==> src/rtl/cache_miss_ctrl.sv <==
// Cache miss controller for a 2-way cache with 5-bit addresses and 8-bit data.
// Reads that hit return cache data; read misses fetch from memory and fill the
// cache; writes allocate into the cache and then write through to memory.
// Hit and miss counters saturate at 255.
module cache_miss_ctrl (
    input  logic       i_clock,
    input  logic       i_resetn,
    // CPU side
    input  logic       i_cpu_req,
    input  logic       i_cpu_we,
    input  logic [4:0] i_cpu_addr,
    input  logic [7:0] i_cpu_wdata,
    output logic       o_cpu_ready,
    output logic       o_cpu_done,
    output logic [7:0] o_cpu_rdata,
    // Cache side
    output logic [4:0] o_cache_addr,
    output logic       o_cache_wren,
    output logic [7:0] o_cache_wdata,
    input  logic       i_cache_hit,
    input  logic [7:0] i_cache_rdata,
    // Memory side
    output logic       o_mem_req,
    output logic       o_mem_we,
    output logic [4:0] o_mem_addr,
    output logic [7:0] o_mem_wdata,
    input  logic       i_mem_ack,
    input  logic [7:0] i_mem_rdata,
    // Statistics
    output logic [7:0] o_hit_count,
    output logic [7:0] o_miss_count
);

    typedef enum logic [2:0] {
        StIdle,
        StLookup,
        StCheck,
        StMemRd,
        StFill,
        StMemWr,
        StResp
    } state_e;

    localparam logic [7:0] CountMax = 8'hFF;

    state_e     r_state;
    state_e     w_state_next;

    // Request latched at acceptance; stays valid through the whole transaction.
    logic       r_we;
    logic [4:0] r_addr;
    logic [7:0] r_wdata;

    // Line data fetched from memory on a read miss.
    logic [7:0] r_fill;
    logic [7:0] r_cpu_rdata;
    logic [7:0] r_hit_count;
    logic [7:0] r_miss_count;

    // Single-cycle event strobes decoded from the current state.
    logic       w_accept;
    logic       w_check;
    logic       w_rd_ack;
    logic       w_rd_hit;

    // State register; reset aborts any transaction in flight.
    always_ff @(posedge i_clock) begin
        if (!i_resetn) begin
            r_state <= StIdle;
        end else begin
            r_state <= w_state_next;
        end
    end

    // Next-state decode and state-dependent control outputs.
    always_comb begin
        w_state_next = r_state;
        w_accept     = 1'b0;
        w_check      = 1'b0;
        w_rd_ack     = 1'b0;
        o_cpu_ready  = 1'b0;
        o_cpu_done   = 1'b0;
        o_cache_wren = 1'b0;
        o_mem_req    = 1'b0;
        o_mem_we     = 1'b0;
        unique case (r_state)
            StIdle: begin
                o_cpu_ready = 1'b1;
                if (i_cpu_req) begin
                    w_accept     = 1'b1;
                    w_state_next = StLookup;
                end
            end
            StLookup: begin
                // Address is presented this cycle; hit flag arrives next cycle.
                w_state_next = StCheck;
            end
            StCheck: begin
                w_check = 1'b1;
                if (r_we) begin
                    w_state_next = StFill;
                end else if (i_cache_hit) begin
                    w_state_next = StResp;
                end else begin
                    w_state_next = StMemRd;
                end
            end
            StMemRd: begin
                o_mem_req = 1'b1;
                if (i_mem_ack) begin
                    w_rd_ack     = 1'b1;
                    w_state_next = StFill;
                end
            end
            StFill: begin
                o_cache_wren = 1'b1;
                w_state_next = r_we ? StMemWr : StResp;
            end
            StMemWr: begin
                o_mem_req = 1'b1;
                o_mem_we  = 1'b1;
                if (i_mem_ack) begin
                    w_state_next = StResp;
                end
            end
            StResp: begin
                o_cpu_done   = 1'b1;
                w_state_next = StIdle;
            end
            default: begin
                w_state_next = StIdle;
            end
        endcase
    end

    assign w_rd_hit = w_check && !r_we && i_cache_hit;

    // Latch the request on acceptance; ignored in every other state.
    always_ff @(posedge i_clock) begin
        if (!i_resetn) begin
            r_we    <= 1'b0;
            r_addr  <= 5'd0;
            r_wdata <= 8'd0;
        end else if (w_accept) begin
            r_we    <= i_cpu_we;
            r_addr  <= i_cpu_addr;
            r_wdata <= i_cpu_wdata;
        end
    end

    // Capture memory read data for the cache fill.
    always_ff @(posedge i_clock) begin
        if (!i_resetn) begin
            r_fill <= 8'd0;
        end else if (w_rd_ack) begin
            r_fill <= i_mem_rdata;
        end
    end

    // Read result register; only read transactions update it.
    always_ff @(posedge i_clock) begin
        if (!i_resetn) begin
            r_cpu_rdata <= 8'd0;
        end else if (w_rd_hit) begin
            r_cpu_rdata <= i_cache_rdata;
        end else if (w_rd_ack) begin
            r_cpu_rdata <= i_mem_rdata;
        end
    end

    // Saturating hit/miss counters, stepped once per request in CHECK.
    always_ff @(posedge i_clock) begin
        if (!i_resetn) begin
            r_hit_count  <= 8'd0;
            r_miss_count <= 8'd0;
        end else if (w_check) begin
            if (i_cache_hit) begin
                if (r_hit_count != CountMax) begin
                    r_hit_count <= r_hit_count + 8'd1;
                end
            end else begin
                if (r_miss_count != CountMax) begin
                    r_miss_count <= r_miss_count + 8'd1;
                end
            end
        end
    end

    assign o_cpu_rdata   = r_cpu_rdata;
    assign o_cache_addr  = r_addr;
    assign o_mem_addr    = r_addr;
    // Writes allocate the CPU data; read misses fill with the memory data.
    assign o_cache_wdata = r_we ? r_wdata : r_fill;
    assign o_mem_wdata   = r_wdata;
    assign o_hit_count   = r_hit_count;
    assign o_miss_count  = r_miss_count;

endmodule

==> config.mk <==
export PLATFORM = sky130hd
export DESIGN_NAME = cache_miss_ctrl
export DESIGN_NICKNAME = d
export VERILOG_FILES = /design/src/rtl/cache_miss_ctrl.sv
export SDC_FILE = /design/constraint.sdc
export NUM_CORES = 1
export LEC_CHECK = 0
export CORE_MARGIN = 2
export CORE_UTILIZATION = 43
export DETAILED_ROUTE_END_ITERATION = 8
export PLACE_DENSITY = 0.8
export SLEW_MARGIN = 5
export SYNTH_ARGS = -nofsm -noshare
export SYNTH_HDL_FRONTEND = slang
export SYNTH_SLANG_ARGS = --single-unit
==> constraint.sdc <==
create_clock -name i_clock -period 1.7 [get_ports i_clock]
set_input_delay 0.17 -clock i_clock [delete_from_list [all_inputs] [get_ports i_clock]]
set_output_delay 0.17 -clock i_clock [all_outputs]
set_load 0.02 [all_outputs]
==> results list, run 1 <==
- In the global route stage, overall resource usage came out at 20.2%.
* Area taken by multi-input logic gates: 1090 sq um
* Synthesized area divided by synthesized cell count: 8.36 sq um
* Vias per std cell: 4.99
- The final route contains 2121 vias.
* CTS tree: done
- Cell row count: 26
* Startpoint kind of the worst setup timing path: flop
- Counting the fill cells in the layout gives 436.
- Summing all flip-flop and latch instances after layout gives 988 sq um.
* Sum Neg Setup Slack: 0 ns
- Buffers inserted during clock tree synthesis total 5.
- Leak: 1.25 nW
* Count of endpoints failing setup in the final report: 0
- Sorting the synthesized cells by area gives the leading types as sky130_fd_sc_hd__dfxtp_1 (44%), sky130_fd_sc_hd__nand2_1 (9.9%), sky130_fd_sc_hd__a21oi_1 (5.9%).
* N_diodes: 0
* Distinct cell type count after synthesis: 38
- Post-Syn Nets: 301
* Fraction of layout cells with a size suffix above 1: 10.4%
* Most utilized layer in the global route result: met2
- In this run, the number of DRC markers left after iteration 0 of detailed routing was 83.
- The via count of the first global-routing pass was 1920.
- The worst-case IR drop observed on VDD is 0.707 mV.
- The clock arrives with 0.0137 ns of skew.
* Run status: finished clean
- Post-synth top flop: sky130_fd_sc_hd__dfxtp_1
* DR pass1 iterations: 4
* Root Buffer: sky130_fd_sc_hd__clkbuf_8
* Die boundary width: 75.6 um
* Routed length per instance: 12.8 um
- Timing analysis after detailed placement gives a worst setup slack of -0.0746 ns.
- Detailed-route wire length: 5460 um
- At the end of routability-driven placement, the weighted congestion stood at 0.874.
- The worst setup path is of the reg2out kind.
- Relative to the synthesized area, the layout overhead comes to 48.8%.
* Number of synthesized register bits: 49
- Data required time at the worst endpoint: 1.53 ns
- After synthesis the cells add up to 2210 sq um.
- The share of synthesized area in the top cell type comes to 44.5%.
- Half-perimeter wire length of the detailed placement result: 3970 um
- Synthesis produced a netlist whose cell count is 264.
- Final critical-path required period: 1.59 ns
- The core region is 5040 sq um.
- Total of warnings raised by yosys: 0
* Height of the die: 75.6 um
- Max-slew headroom: 68.0%
- DRC violations left: 0
- In the global route stage, met2 resource usage came out at 32.8%.
- Tightest Hold Check Type: in2reg
- Power density over the cells: 1140 nW/um^2
* Transition time at the pin with the least slew margin: 0.479 ns
- Worst-skew pair later-pin latency: 0.32 ns
* Final hold viol count: 0
* Boundary pin count: 90
- In this run the remaining antenna-violating nets after routing total 0.
* Max incr delay on CP: 0.43 ns
- Global routing consumed, on the met1 layer, 25.7% of the routing resources.
- DIE AREA: 5720 sq um
- Setup repair after global routing left no endpoint under its margin.
- Async set-or-reset flop fraction in the synthesized netlist: 0%
- The most common cell in the synthesized netlist is sky130_fd_sc_hd__nand2_1.
- After layout, the worst path uses 93.6% of the clock period.
- Counting both buffers and inverters, the worst setup path holds a total of 1.
- The largest individual stage delay along the critical path comes from the cell sky130_fd_sc_hd__dfxtp_4.
- GR Util met3: 5.56%
- Top cells by instance count after synthesis: sky130_fd_sc_hd__nand2_1 (58), sky130_fd_sc_hd__dfxtp_1 (49), sky130_fd_sc_hd__a21oi_1 (26), sky130_fd_sc_hd__nor2_1 (22), sky130_fd_sc_hd__xor2_1 (11)
- Initial antenna violation count: 0
- Cell accounting for the most synthesized area: sky130_fd_sc_hd__dfxtp_1
* Arrival time worst endpoint: 1.42 ns
- Buffers inserted to repair hold after CTS numbered 0.
- Residual overflow from global routing: 0
* Starting Density: 43.7%
- Top Family by Delay on Critical Path: flip-flops
* First-pass GRT wire length: 8810 um
- Entering global routing, the biggest net connects 44 pins.
- Sequential share of the synthesized area: 44.5%
- Achievable clock frequency: 628 MHz
- Along the worst path, the maximum fanout reaches 9.
* Number of max-capacitance violations reported: 0
- During placement, the flow inserted port buffers numbering 89.
* Element type at the critical path end: output pin
* Final Max Tran Viols: 0
* Final worst-path setup slack: 0.109 ns
* Clk sink count: 49
- The number of setup buffers added after CTS is 0.
* H-tree level count: 2
- Number of flops mapped to enable cells by yosys: 0
* Cell breakdown of the critical path: mux2_2 -> dlygate4sd2_1
- Clock Tree Buf Depth: 2
* Clock input transition at the sequential cells of the worst setup and hold paths: 0.10 ns
- In the final design database the tool counted 391 nets.
flip-flops by register name, indices dropped and copies added, names as in the netlist:
register,count
o_miss_count,8
r_we,1
o_cache_addr,5
o_mem_wdata,8
r_fill,8
r_state,3
o_hit_count,8
o_cpu_rdata,8
tightest hold or removal path: stages:
cell and delay (ns):
sky130_fd_sc_hd__clkdlybuf4s50_1 0.40, sky130_fd_sc_hd__nand2_1 0.06, sky130_fd_sc_hd__a21oi_1 0.05
power breakdown:
group / total (W) / switching (W) / internal (W) / leakage [nW]
logic: 0.00150 / 0.000766 / 0.000731 / 0.805
registers: 0.00152 / 0.000193 / 0.00133 / 0.400
clock network: 0.000727 / 0.000426 / 0.000300 / 0.0452
cells by family (layout without fill, tap and decap cells):
family	Yosys count	in the layout	share of synthesized area, %
adder cells (fa/ha/maj)	2	2	1.13
multiplexers	10	10	4.99
AND/OR/NAND/NOR	113	113	23.5
XOR/XNOR	11	11	4.37
buffers and inverters	24	115	6.13
flip-flops	49	49	44.5
AO/OA/AOI/OAI	55	55	15.4
layout make-up:
class,instances,area share [%]
clock buffer,5,2.10
clock inverter,3,0.762
inverter,5,0.572
multi-input combinational,191,33.3
sequential,49,30.1
tap,70,2.67
timing repair buffer,102,30.5
per-layer routing:
layer | vias to the layer above | wire length, um | part of all wire [%]
met1 | 970 | 2440 | 45
li1 | 1080 | - | -
met5 | - | 0 | 0
met4 | 0 | 82 | 1.5
met2 | 64 | 2570 | 47
met3 | 7 | 370 | 6.8
stage by stage:
| stage | cell area, sq um | utilization, % | power (W) | hold slack (ns) | instances |
|---|---|---|---|---|---|
| after CTS | 3280 | 65.0 | 0.00379 | 0.390 | 425 |
| after global routing | 3280 | 65.1 | 0.00399 | 0.392 | 425 |
| final | 3280 | 65.1 | 0.00374 | 0.392 | 425 |
| after floorplan | 2210 | - | 0.00244 | 0.288 | 264 |
| after detailed placement | 3190 | 63.3 | 0.00307 | 0.450 | 417 |
| after global placement | 3190 | 63.3 | 0.00303 | 0.445 | 417 |
worst paths after layout:
check,startpoint,end,slack (ns),depth (start not counted)
max,r_we$_SDFFE_PN0P_,o_cache_wdata[1],0.11,2
min,i_cpu_wdata[2],o_mem_wdata[2]$_SDFFE_PN0P_,0.39,3
max reg2reg,o_miss_count[0]$_SDFFE_PN0P_,o_miss_count[1]$_SDFFE_PN0P_,0.16,5
min reg2reg,r_fill[3]$_SDFFE_PN0P_,r_fill[3]$_SDFFE_PN0P_,0.46,2
layout by cell type (no fill, tap or decap), types with 2 or more instances in the layout:
master and instances:
sky130_fd_sc_hd__ha_1 2, sky130_fd_sc_hd__a211oi_1 2, sky130_fd_sc_hd__o21ai_1 2, sky130_fd_sc_hd__mux2i_1 2, sky130_fd_sc_hd__buf_12 2, sky130_fd_sc_hd__dlygate4sd2_1 12
sky130_fd_sc_hd__inv_6 2, sky130_fd_sc_hd__nor3_1 6, sky130_fd_sc_hd__nor2_1 22, sky130_fd_sc_hd__buf_4 11, sky130_fd_sc_hd__inv_1 4, sky130_fd_sc_hd__and3_1 2
sky130_fd_sc_hd__o21ai_0 6, sky130_fd_sc_hd__clkdlybuf4s50_1 76, sky130_fd_sc_hd__dfxtp_1 45, sky130_fd_sc_hd__clkbuf_8 5, sky130_fd_sc_hd__xor2_1 11, sky130_fd_sc_hd__a31oi_1 8
sky130_fd_sc_hd__nand3_1 6, sky130_fd_sc_hd__dfxtp_2 3, sky130_fd_sc_hd__and2_1 5, sky130_fd_sc_hd__nand2_1 57, sky130_fd_sc_hd__a21oi_1 26, sky130_fd_sc_hd__o2111ai_1 4
sky130_fd_sc_hd__nand4_1 4, sky130_fd_sc_hd__nand2b_1 2, sky130_fd_sc_hd__nor2b_1 2, sky130_fd_sc_hd__mux2_2 8, sky130_fd_sc_hd__o211ai_1 3
timing repair:
action | CTS | global route
endpoints found under the hold margin | 0 | 0
pin swaps | 0 | 0
setup endpoints to repair | 13 | 4
resized for setup | 17 | 3
Power figures use the tool's default switching activity.
==> run 2, diff against run 1 <==
--- a/config.mk
+++ b/config.mk
@@ -8,7 +8,7 @@
 export CORE_MARGIN = 2
 export CORE_UTILIZATION = 43
 export DETAILED_ROUTE_END_ITERATION = 8
-export PLACE_DENSITY = 0.8
+export PLACE_DENSITY_LB_ADDON = 0.08
 export SLEW_MARGIN = 5
 export SYNTH_ARGS = -nofsm -noshare
 export SYNTH_HDL_FRONTEND = slang
==> run 2 against run 1 <==
Effect of this change: non-clock buffer count is 5 higher; worst setup slack got worse by 0.028 ns; die area did not move; highest routed layer unchanged; worst hold slack better by 0.0040 ns; core utilization up 0.94 points; count of clock-buffer cells in the layout increased by 1; largest power group is now combinational cells; combinational power increased by 5%; fmax decreased by 1.7%; clock power is 0.6% higher.
==> results list, run 2 (synthesis gave the netlist of run 1 again) <==
- Worst setup path class: reg2out
- In the layout the commonest cells are sky130_fd_sc_hd__clkdlybuf4s50_1 (76), sky130_fd_sc_hd__nand2_1 (58), sky130_fd_sc_hd__dfxtp_1 (45).
* Relative contribution of the clock network to total power: 19.2%
* Count of endpoints failing setup in the final report: 0
- Number of max-capacitance violations reported: 0
- The worst hold path belongs to the class in2reg.
* Achievable clock frequency: 617 MHz
- In this run, CTS created clock tree buffers numbering 5.
* H-tree level count: 2
- Number of global-route vias before repair: 1927
* DR pass1 iterations: 5
- Layout Skew: 0.00583 ns
- Cells with a size suffix above 1 make up 11.4% of the layout.
- Along the worst path, the maximum fanout reaches 9.
* Half-perimeter wire length of the detailed placement result: 4100 um
- The tree built by TritonCTS fans out to 49 sinks.
* Transition time at the pin with the least slew margin: 0.383 ns
- Violation count after the first detailed-routing iteration: 96
* Detailed-route wire length: 5540 um
- Max IR drop VDD: 0.677 mV
- Data arrives at the worst endpoint at 1.45 ns.
- Entering global routing, the biggest net connects 44 pins.
- Of the total power, the share spent switching nets is 36.1%.
* Number of antenna-violating nets in the routed design: 0
- Die boundary width: 75.6 um
- Clock-pin slew was measured on the worst setup and hold paths at 0.09 ns.
* Cell Area, Placed: 3240 sq um
* Most common cell after layout, fill and taps aside: sky130_fd_sc_hd__clkdlybuf4s50_1
- Cell row count: 26
- CP Buf/Inv Count: 2
* Core outline area: 5040 sq um
- Final critical-path required period: 1.62 ns
* Switching power of the nets: 0.00137 W
* Sum Neg Setup Slack: 0 ns
- The clock reaches the later pin of the worst-skew pair after 0.31 ns.
- Instance count after placement with tap cells included: 422
* Synthesis-to-layout area growth: 50.9%
- DRC violations left: 0
* GRT Resource Usage Total: 20.3%
- The share of total power dissipated in sequential elements is 39.2%.
- TritonCTS built the clock tree.
- Height of the die: 75.6 um
* Element type at the critical path end: output pin
- For this run, the number of standard cells in the final layout without fillers is 430.
- The initial antenna violation count is 0.
- DIE AREA: 5720 sq um
- Clock Tree Buf Depth: 2
* Design area: 3330 sq um
* Residual overflow from global routing: 0
- Unrepaired setup endpoints after global routing: false
- At the end of routability-driven placement, the weighted congestion stood at 0.873.
- Leak: 1.29 nW
- Root Buffer: sky130_fd_sc_hd__clkbuf_8
- Share of the clock period used by the worst path: 95.3%
* Relative contribution of combinational cells to total power: 41.6%
- Vias per std cell: 4.95
- Via count: 2129
* First-pass GRT wire length: 8780 um
- The signal on the critical path passes through buf_12 -> mux2_2 -> dlygate4sd2_1.
- Once the floorplan was initialized, standard cells occupied 43.7% of the core.
* Design internal power: 0.00243 W
* Top Family by Delay on Critical Path: buffers and inverters
* Startpoint kind of the worst setup timing path: flop
* Boundary pin count: 90
* Hold bufs inserted after CTS: 0
- N_diodes: 0
* Power density over the cells: 1140 nW/um^2
- Data required time at the worst endpoint: 1.53 ns
- Max-slew headroom: 74.2%
* Number of nets in the layout: 396
* Final Max Tran Viols: 0
- Measured on the finished design, the core utilization comes to 66.0%.
- Final hold viol count: 0
* Cell type of the slowest stage on the worst timing path: sky130_fd_sc_hd__dfxtp_2
- Total of buffers placed on input and output ports: 89
- On the worst path, the slowest cell contributes a delay of 0.36 ns.
- In the final routed layout, each cell accounts on average for 12.9 um.
- Run status: finished clean
## run 2: cell count changes in the layout (fill, tap and decap cells not counted), sizes merged
cell,delta
buf,+5
clkbuf,+1
clkinv,+2
clkinvlp,-1
inv,-2
## run 2: layout make-up
cell class                      count  area (sq um)
Clock buffer                        6          82.6
Clock inverter                      2          13.8
Fill cell                         473          1710
Inverter                            5          18.8
Multi-Input combinational cell    191          1090
Sequential cell                    49           986
Tap cell                           70          87.6
Timing Repair Buffer              107          1050
## run 2: metal layers
metal	routed length [um]	vias to the layer above	track usage (%)
met1	2540	974	26.0
li1	-	1094	-
met5	0	-	0
met4	80	0	7.02
met3	331	6	5.56
met2	2590	55	33.0
## run 2: metrics by stage
step | hold slack, ns | setup WS (ns) | total power (W)
after floorplan | 0.288 | 0.127 | 0.00244
after global placement | 0.446 | 0.00242 | 0.00311
after detailed placement | 0.448 | -0.0515 | 0.00314
after CTS | 0.400 | 0.00423 | 0.00383
after global routing | 0.409 | 0.0369 | 0.00405
final | 0.396 | 0.0804 | 0.00380
## run 2: tightest hold or removal path, stage by stage
cell	delay, ns
sky130_fd_sc_hd__clkdlybuf4s50_1	0.39
sky130_fd_sc_hd__nand2_1	0.05
sky130_fd_sc_hd__a21oi_1	0.05
## run 2: final timing paths
| kind | start | endpoint | slack [ns] | cells after the start |
|---|---|---|---|---|
| hold / removal | i_cpu_addr[1] | o_cache_addr[1]$_SDFFE_PN0P_ | 0.40 | 3 |
| setup / recovery | r_we$_SDFFE_PN0P_ | o_cache_wdata[6] | 0.08 | 3 |
| hold reg to reg | r_fill[7]$_SDFFE_PN0P_ | r_fill[7]$_SDFFE_PN0P_ | 0.46 | 2 |
| setup reg to reg | r_state[2]$_SDFFE_PN0P_ | o_miss_count[6]$_SDFFE_PN0P_ | 0.18 | 5 |
## run 2: power by group through the flow
stage	registers [W]	logic [W]	clock network, W
after floorplan	0.00159	0.000849	0
final	0.00149	0.00158	0.000731
after detailed placement	0.00151	0.00163	0
after global placement	0.00150	0.00161	0
after global routing	0.00152	0.00173	0.000801
after CTS	0.00149	0.00160	0.000747
## run 2: what timing repair did
action                     4_1_cts  5_1_grt
pin swaps                        0        0
gates resized for setup         15        3
buffers inserted                 0        0
setup endpoints to repair       13        9
